--- src/rtl/event_packetizer.sv ---
`default_nettype none
// ============================================================================
// Module      : event_packetizer
// Description : Timestamps per-channel event codes, arbitrates them
//               round-robin into a record FIFO and streams each record as
//               three bytes over a valid/ready byte interface.
// Revision    : 1.0 - initial release
// ============================================================================
module event_packetizer #(
  parameter int NUM_UNITS  = 4,
  parameter int TS_WIDTH   = 16,
  parameter int FIFO_DEPTH = 8
) (
  input  logic                          clk,
  input  logic                          rst,
  input  logic [NUM_UNITS-1:0]          spike_in,
  input  logic [2*NUM_UNITS-1:0]        event_in,
  output logic [7:0]                    out_data,
  output logic                          out_valid,
  input  logic                          out_ready,
  output logic [$clog2(FIFO_DEPTH):0]   fifo_count,
  output logic [7:0]                    drop_count,
  output logic                          overflow
);

  // Record layout: {spike, ch[1:0], code[1:0], ts}
  localparam int               c_AW   = $clog2(FIFO_DEPTH);
  localparam int               c_RW   = 5 + TS_WIDTH;
  localparam logic [c_AW:0]    c_FULL = (c_AW+1)'(FIFO_DEPTH);
  localparam logic [1:0]       c_LAST = 2'(NUM_UNITS-1);

  typedef enum logic [1:0] {
    ST_IDLE = 2'd0,
    ST_S0   = 2'd1,
    ST_S1   = 2'd2,
    ST_S2   = 2'd3
  } state_t;

  logic [TS_WIDTH-1:0]  r_ts;
  logic [NUM_UNITS-1:0] r_pend_v;
  logic [c_RW-1:0]      r_pend_rec [NUM_UNITS];
  logic [1:0]           r_rr;
  logic [7:0]           r_drop;
  logic                 r_ovf;
  logic [c_RW-1:0]      r_mem [FIFO_DEPTH];
  logic [c_AW-1:0]      r_wr;
  logic [c_AW-1:0]      r_rd;
  logic [c_AW:0]        r_count;
  logic [c_RW-1:0]      r_shift;
  state_t               r_state;
  state_t               w_state_nxt;

  logic                 w_grant_v;
  logic [1:0]           w_grant_ch;
  logic [NUM_UNITS-1:0] w_grant_oh;
  logic [c_RW-1:0]      w_grant_rec;
  logic [NUM_UNITS-1:0] w_act;
  logic [2:0]           w_drops;
  logic [8:0]           w_drop_sum;
  logic                 w_pop;
  logic                 w_push;
  logic                 w_nonempty;

  assign fifo_count = r_count;
  assign drop_count = r_drop;
  assign overflow   = r_ovf;
  assign w_push     = w_grant_v;
  assign w_nonempty = (r_count != '0);
  assign w_drop_sum = {1'b0, r_drop} + {6'b0, w_drops};

  // Channel index base+off folded back into 0..NUM_UNITS-1.
  function automatic logic [1:0] f_chan(input logic [1:0] base, input int off);
    int s;
    s = int'(base) + off;
    if (s >= NUM_UNITS) s = s - NUM_UNITS;
    return s[1:0];
  endfunction

  // Free-running timestamp, wraps naturally.
  always_ff @(posedge clk or posedge rst) begin
    if (rst) r_ts <= '0;
    else     r_ts <= r_ts + TS_WIDTH'(1);
  end

  // Round-robin arbiter: walk backwards so the nearest pending channel to r_rr wins.
  always_comb begin
    w_grant_v  = 1'b0;
    w_grant_ch = '0;
    w_grant_oh = '0;
    for (int k = NUM_UNITS-1; k >= 0; k--) begin
      if ((r_count != c_FULL) && r_pend_v[f_chan(r_rr, k)]) begin
        w_grant_v  = 1'b1;
        w_grant_ch = f_chan(r_rr, k);
      end
    end
    w_grant_rec = r_pend_rec[w_grant_ch];
    w_grant_oh[w_grant_ch] = w_grant_v;
  end

  // Active channels and count of events lost to an occupied pending slot.
  always_comb begin
    w_drops = '0;
    w_act   = '0;
    for (int i = 0; i < NUM_UNITS; i++) begin
      w_act[i] = (event_in[2*i +: 2] != 2'b00);
      if (w_act[i] && r_pend_v[i] && !w_grant_oh[i]) w_drops = w_drops + 3'd1;
    end
  end

  // Pending slots: a granted slot may be refilled on the same edge.
  always_ff @(posedge clk or posedge rst) begin
    if (rst) begin
      r_pend_v <= '0;
      for (int i = 0; i < NUM_UNITS; i++) r_pend_rec[i] <= '0;
    end else begin
      for (int i = 0; i < NUM_UNITS; i++) begin
        if (w_act[i] && (!r_pend_v[i] || w_grant_oh[i])) begin
          r_pend_v[i]   <= 1'b1;
          r_pend_rec[i] <= {spike_in[i], 2'(i), event_in[2*i +: 2], r_ts};
        end else if (w_grant_oh[i]) begin
          r_pend_v[i] <= 1'b0;
        end
      end
    end
  end

  // Round-robin pointer, saturating drop counter and sticky overflow.
  always_ff @(posedge clk or posedge rst) begin
    if (rst) begin
      r_rr   <= '0;
      r_drop <= '0;
      r_ovf  <= 1'b0;
    end else begin
      if (w_grant_v) r_rr <= (w_grant_ch == c_LAST) ? 2'd0 : w_grant_ch + 2'd1;
      if (w_drops != '0) begin
        r_ovf  <= 1'b1;
        r_drop <= w_drop_sum[8] ? 8'hFF : w_drop_sum[7:0];
      end
    end
  end

  // FIFO storage; contents are don't-care until written.
  always_ff @(posedge clk) begin
    if (w_push) r_mem[r_wr] <= w_grant_rec;
  end

  // FIFO pointers, occupancy and serializer shift register.
  always_ff @(posedge clk or posedge rst) begin
    if (rst) begin
      r_wr    <= '0;
      r_rd    <= '0;
      r_count <= '0;
      r_shift <= '0;
    end else begin
      if (w_push) r_wr <= r_wr + c_AW'(1);
      if (w_pop) begin
        r_rd    <= r_rd + c_AW'(1);
        r_shift <= r_mem[r_rd];
      end
      case ({w_push, w_pop})
        2'b10:   r_count <= r_count + (c_AW+1)'(1);
        2'b01:   r_count <= r_count - (c_AW+1)'(1);
        default: r_count <= r_count;
      endcase
    end
  end

  // Serializer state register.
  always_ff @(posedge clk or posedge rst) begin
    if (rst) r_state <= ST_IDLE;
    else     r_state <= w_state_nxt;
  end

  // Serializer next state, pop request and byte output.
  always_comb begin
    w_state_nxt = r_state;
    w_pop       = 1'b0;
    out_valid   = 1'b0;
    out_data    = '0;
    case (r_state)
      ST_IDLE: begin
        if (w_nonempty) begin
          w_pop       = 1'b1;
          w_state_nxt = ST_S0;
        end
      end
      ST_S0: begin
        out_valid = 1'b1;
        out_data  = {1'b1, r_shift[c_RW-1], r_shift[c_RW-2 -: 2], 2'b00,
                     r_shift[TS_WIDTH+1 -: 2]};
        if (out_ready) w_state_nxt = ST_S1;
      end
      ST_S1: begin
        out_valid = 1'b1;
        out_data  = r_shift[TS_WIDTH-1 -: 8];
        if (out_ready) w_state_nxt = ST_S2;
      end
      ST_S2: begin
        out_valid = 1'b1;
        out_data  = r_shift[7:0];
        if (out_ready) begin
          if (w_nonempty) begin
            w_pop       = 1'b1;
            w_state_nxt = ST_S0;
          end else begin
            w_state_nxt = ST_IDLE;
          end
        end
      end
      default: w_state_nxt = ST_IDLE;
    endcase
  end

endmodule
`default_nettype wire

--- config.mk ---
export PLATFORM = sky130hd
export DESIGN_NAME = event_packetizer
export DESIGN_NICKNAME = d
export VERILOG_FILES = /design/src/rtl/event_packetizer.sv
export SDC_FILE = /design/constraint.sdc
export NUM_CORES = 1
export LEC_CHECK = 0
export BUFFER_PORTS_ARGS = -buffer_cell sky130_fd_sc_hd__buf_2
export CAP_MARGIN = 40
export CORE_MARGIN = 4
export CORE_UTILIZATION = 42
export CTS_BUF_LIST = sky130_fd_sc_hd__clkbuf_4 sky130_fd_sc_hd__clkbuf_8 sky130_fd_sc_hd__clkbuf_16
export DETAILED_ROUTE_END_ITERATION = 8
export GPL_TIMING_DRIVEN = 0
export HOLD_SLACK_MARGIN = 0.05
export PLACE_DENSITY_LB_ADDON = 0.15
export REMOVE_ABC_BUFFERS = 1
export SETUP_SLACK_MARGIN = 0.5
export SLEW_MARGIN = 20
export SYNTH_ARGS = -nofsm -noshare
export SYNTH_HDL_FRONTEND = slang
export SYNTH_SLANG_ARGS = --single-unit
--- constraint.sdc ---
create_clock -name clk -period 6.1 [get_ports clk]
set_input_delay 1.22 -clock clk [delete_from_list [all_inputs] [get_ports clk]]
set_output_delay 1.22 -clock clk [all_outputs]
set_load 0.005 [all_outputs]
==> impl_metrics.env <==
export IMPL_reg2reg_depth=17
export IMPL_clockBufferDepth=3
export IMPL_port_buffers=36
export IMPL_muxShareOfSynthArea_pct=15.0
export IMPL_vias=7248
export IMPL_status="finished clean"
export IMPL_critPathLaunchType="register"
export IMPL_wl_per_cell_um=19.0
export IMPL_synth_compound_area_share_pct=5.85
export IMPL_worstMarginPinSlew_ps=848
export IMPL_root_buffer="clkbuf_16"
export IMPL_drc=0
export IMPL_seq_area_frac_synth_pct=65.6
export IMPL_end_kind="register"
export IMPL_maxCapViolCount=0
export IMPL_layout_common_cells="168 x edfxtp_1, 140 x dfrtp_1, 104 x nand2_1"
export IMPL_die_y_um=185
export IMPL_fin_crit_sh_pct=82.9
export IMPL_synth_top_family_by_area="multiplexers"
export IMPL_place_congestion=0.738
export IMPL_postLayoutCoreUtil_pct=49.7
export IMPL_critical_path_max_fanout=42
export IMPL_grt_first_pass_wirelength_um=42400
export IMPL_slew_viol_final=0
export IMPL_holdBufCountCts=0
export IMPL_yosys_most_used_dff="edfxtp_1"
export IMPL_synth_seq_cells=311
export IMPL_core_um2=30700
export IMPL_via_per_inst=5.28
export IMPL_setup_slack_ps=1040
export IMPL_setup_violations=0
export IMPL_grt_max_degree=96
export IMPL_cts_tree="done"
export IMPL_cp_data_arrival_time_ps=5480
export IMPL_rows=64
export IMPL_nNetsFinal=990
export IMPL_synth_xor_area_share_pct=1.73
export IMPL_clk_pin_slew_ps=60
export IMPL_syn_area_per_cell_um2=14.7
export IMPL_synth_fa_ha_area_share_pct=2.11
export IMPL_whs_path_depth=1
export IMPL_grt_setup_unrepaired="no"
export IMPL_holdPathEnd="overflow"
export IMPL_finalSetupTns_ps=0
export IMPL_syn_inst=894
export IMPL_rr_endpoint="drop_count[0]"
export IMPL_synthDominantCellAreaShare_pct=38.4
export IMPL_synth_area_top_cells="edfxtp_1 38%, dfrtp_1 27%, mux4_2 7.2%, mux2_2 5.6%, nand2_1 3.0%"
export IMPL_drive_above_1_share_pct=27.0
export IMPL_dpl_worst_slack_ps=732
export IMPL_post_synth_num_cell_types=61
export IMPL_io_pins=37
export IMPL_yosysTopAreaCell="edfxtp_1"
export IMPL_h_tree_depth=2
export IMPL_n_antenna_cell=0
export IMPL_cp_required_ps=6520
export IMPL_clock_sinks=311
export IMPL_yosys_area_share_simple_pct=7.60
export IMPL_finalWirelength_um=26200
export IMPL_grt_usage_pct=15.8
export IMPL_clock_latency_ps=510
export IMPL_antenna_found_initial=0
export IMPL_ant_nets=0
export IMPL_grt_pass1_vias=7489
export IMPL_area_delta_synth_final_pct=16.4
export IMPL_dp_hpwl_um=17000
export IMPL_ff2ff_setup_slack_ps=1040
export IMPL_period_minus_slack_ps=5060
export IMPL_synthArstFlopShare_pct=46.0
export IMPL_r2r_start="fifo_count[1]"
export IMPL_yosys_warnings=0
export IMPL_mostFrequentLayoutCell="edfxtp_1"
export IMPL_start_util_pct=42.7
export IMPL_fmax_mhz=198
export IMPL_skew_ps=14.7
export IMPL_hold_path_startpoint="overflow"
export IMPL_max_slew_margin_pct=43.2
export IMPL_min_delay_path_class="reg2reg"
export IMPL_synth_edf_count=168
export IMPL_syn_area_um2=13100
export IMPL_first_iter_violations=498
export IMPL_numCtsBuffers=35
export IMPL_overflow=0
export IMPL_critPathKind="reg2reg"
export IMPL_startpoint="fifo_count[1]"
export IMPL_die_w_um=185
export IMPL_die_area_um2=34200
export IMPL_dr_pass1_iters=5
export IMPL_hold_violations=0
==> worst max path at each step <==
stage,end,slack [ps],cells after the start
after floorplan,fifo_count[3],910,9
after global placement,r_rd[0],-1050,2
after detailed placement,drop_count[0],730,17
after CTS,drop_count[0],690,17
after global routing,drop_count[0],560,17
final,drop_count[0],1040,17
==> layout make-up <==
cell class,count,area (um^2)
fill,2652,15500
sequential,311,8630
multi-input combinational,518,4360
clock buffer,52,1060
timing repair buffer,68,591
tap,396,495
inverter,20,87.6
clock inverter,9,53.8
==> synth_stat cells, types with 2 or more instances <==
| cell | count |
|---|---|
| edfxtp_1 | 168 |
| dfrtp_1 | 143 |
| nand2_1 | 104 |
| mux2_2 | 65 |
| nor2_1 | 54 |
| mux4_2 | 42 |
| a21oi_1 | 34 |
| clkbuf_1 | 31 |
| mux2i_1 | 24 |
| a31oi_1 | 20 |
| a211oi_1 | 19 |
| and2_1 | 19 |
| ha_1 | 19 |
| inv_1 | 19 |
| xnor2_1 | 14 |
| xor2_1 | 12 |
| nand3_1 | 11 |
| o21ai_0 | 11 |
| nor3_1 | 8 |
| buf_1 | 7 |
| nand2b_1 | 6 |
| a222oi_1 | 5 |
| buf_2 | 5 |
| mux2_1 | 5 |
| a22oi_1 | 3 |
| nor4_1 | 3 |
| or2_2 | 3 |
| a21boi_0 | 2 |
| a22o_1 | 2 |
| fa_1 | 2 |
| nor2b_1 | 2 |
| nor3b_1 | 2 |
| or4_1 | 2 |
==> state kept, by name, summed over array words and instances, names as in the netlist <==
signal / cells
r_pend_v: 4
r_pend_rec: 79
r_shift: 21
r_mem: 168
r_rr: 2
drop_count: 8
r_rd: 3
r_wr: 3
r_ts: 16
r_state: 2
fifo_count: 4
overflow: 1
==> per-stage QoR <==
stage,hold WS [ps],cell area [um^2],std cells
finish,460,15300,1374
global route,501,15300,1374
CTS,464,15300,1373
detailed placement,443,14200,1312
global placement,442,13600,1281
floorplan,434,12900,849
==> layer usage <==
metal | wire [um] | GRT usage, % | vias to the layer above
met5 | 0 | 0 | -
met4 | 561 | 4.35 | 0
met3 | 937 | 2.36 | 39
met2 | 12600 | 25.9 | 106
met1 | 12000 | 22.3 | 3667
li1 | - | - | 3436
==> critical path, cell delays in order, from the launching register on <==
cell and delay, ps:
dfrtp_1 470, nor4b_2 490, or4_2 540, inv_6 260
o31ai_2 510, nor2_1 170, ha_1 400, xor2_1 210
ha_1 300, nand2_1 50, o211ai_2 120, inv_1 100
fa_1 430, inv_1 70, a21oi_1 100, or3_1 440
nor2b_1 160, o21ai_0 120
==> kinds of logic (layout without fill, tap and decap cells) <==
| logic type | count (synthesis) | count (layout) |
|---|---|---|
| AO/OA/AOI/OAI | 112 | 112 |
| XOR/XNOR | 26 | 26 |
| adder cells (fa/ha/maj) | 21 | 21 |
| AND/OR/NAND/NOR | 223 | 223 |
| buffers and inverters | 65 | 149 |
| flip-flops | 311 | 311 |
| multiplexers | 136 | 136 |
==> repair_timing <==
action                                  CTS  global route
resized for setup                         0             1
endpoints found under the setup margin    0             6
buffers inserted                          0             0
Power is not shown: default switching activity piles up to over one toggle a cycle in this logic, so the estimate is an artifact.
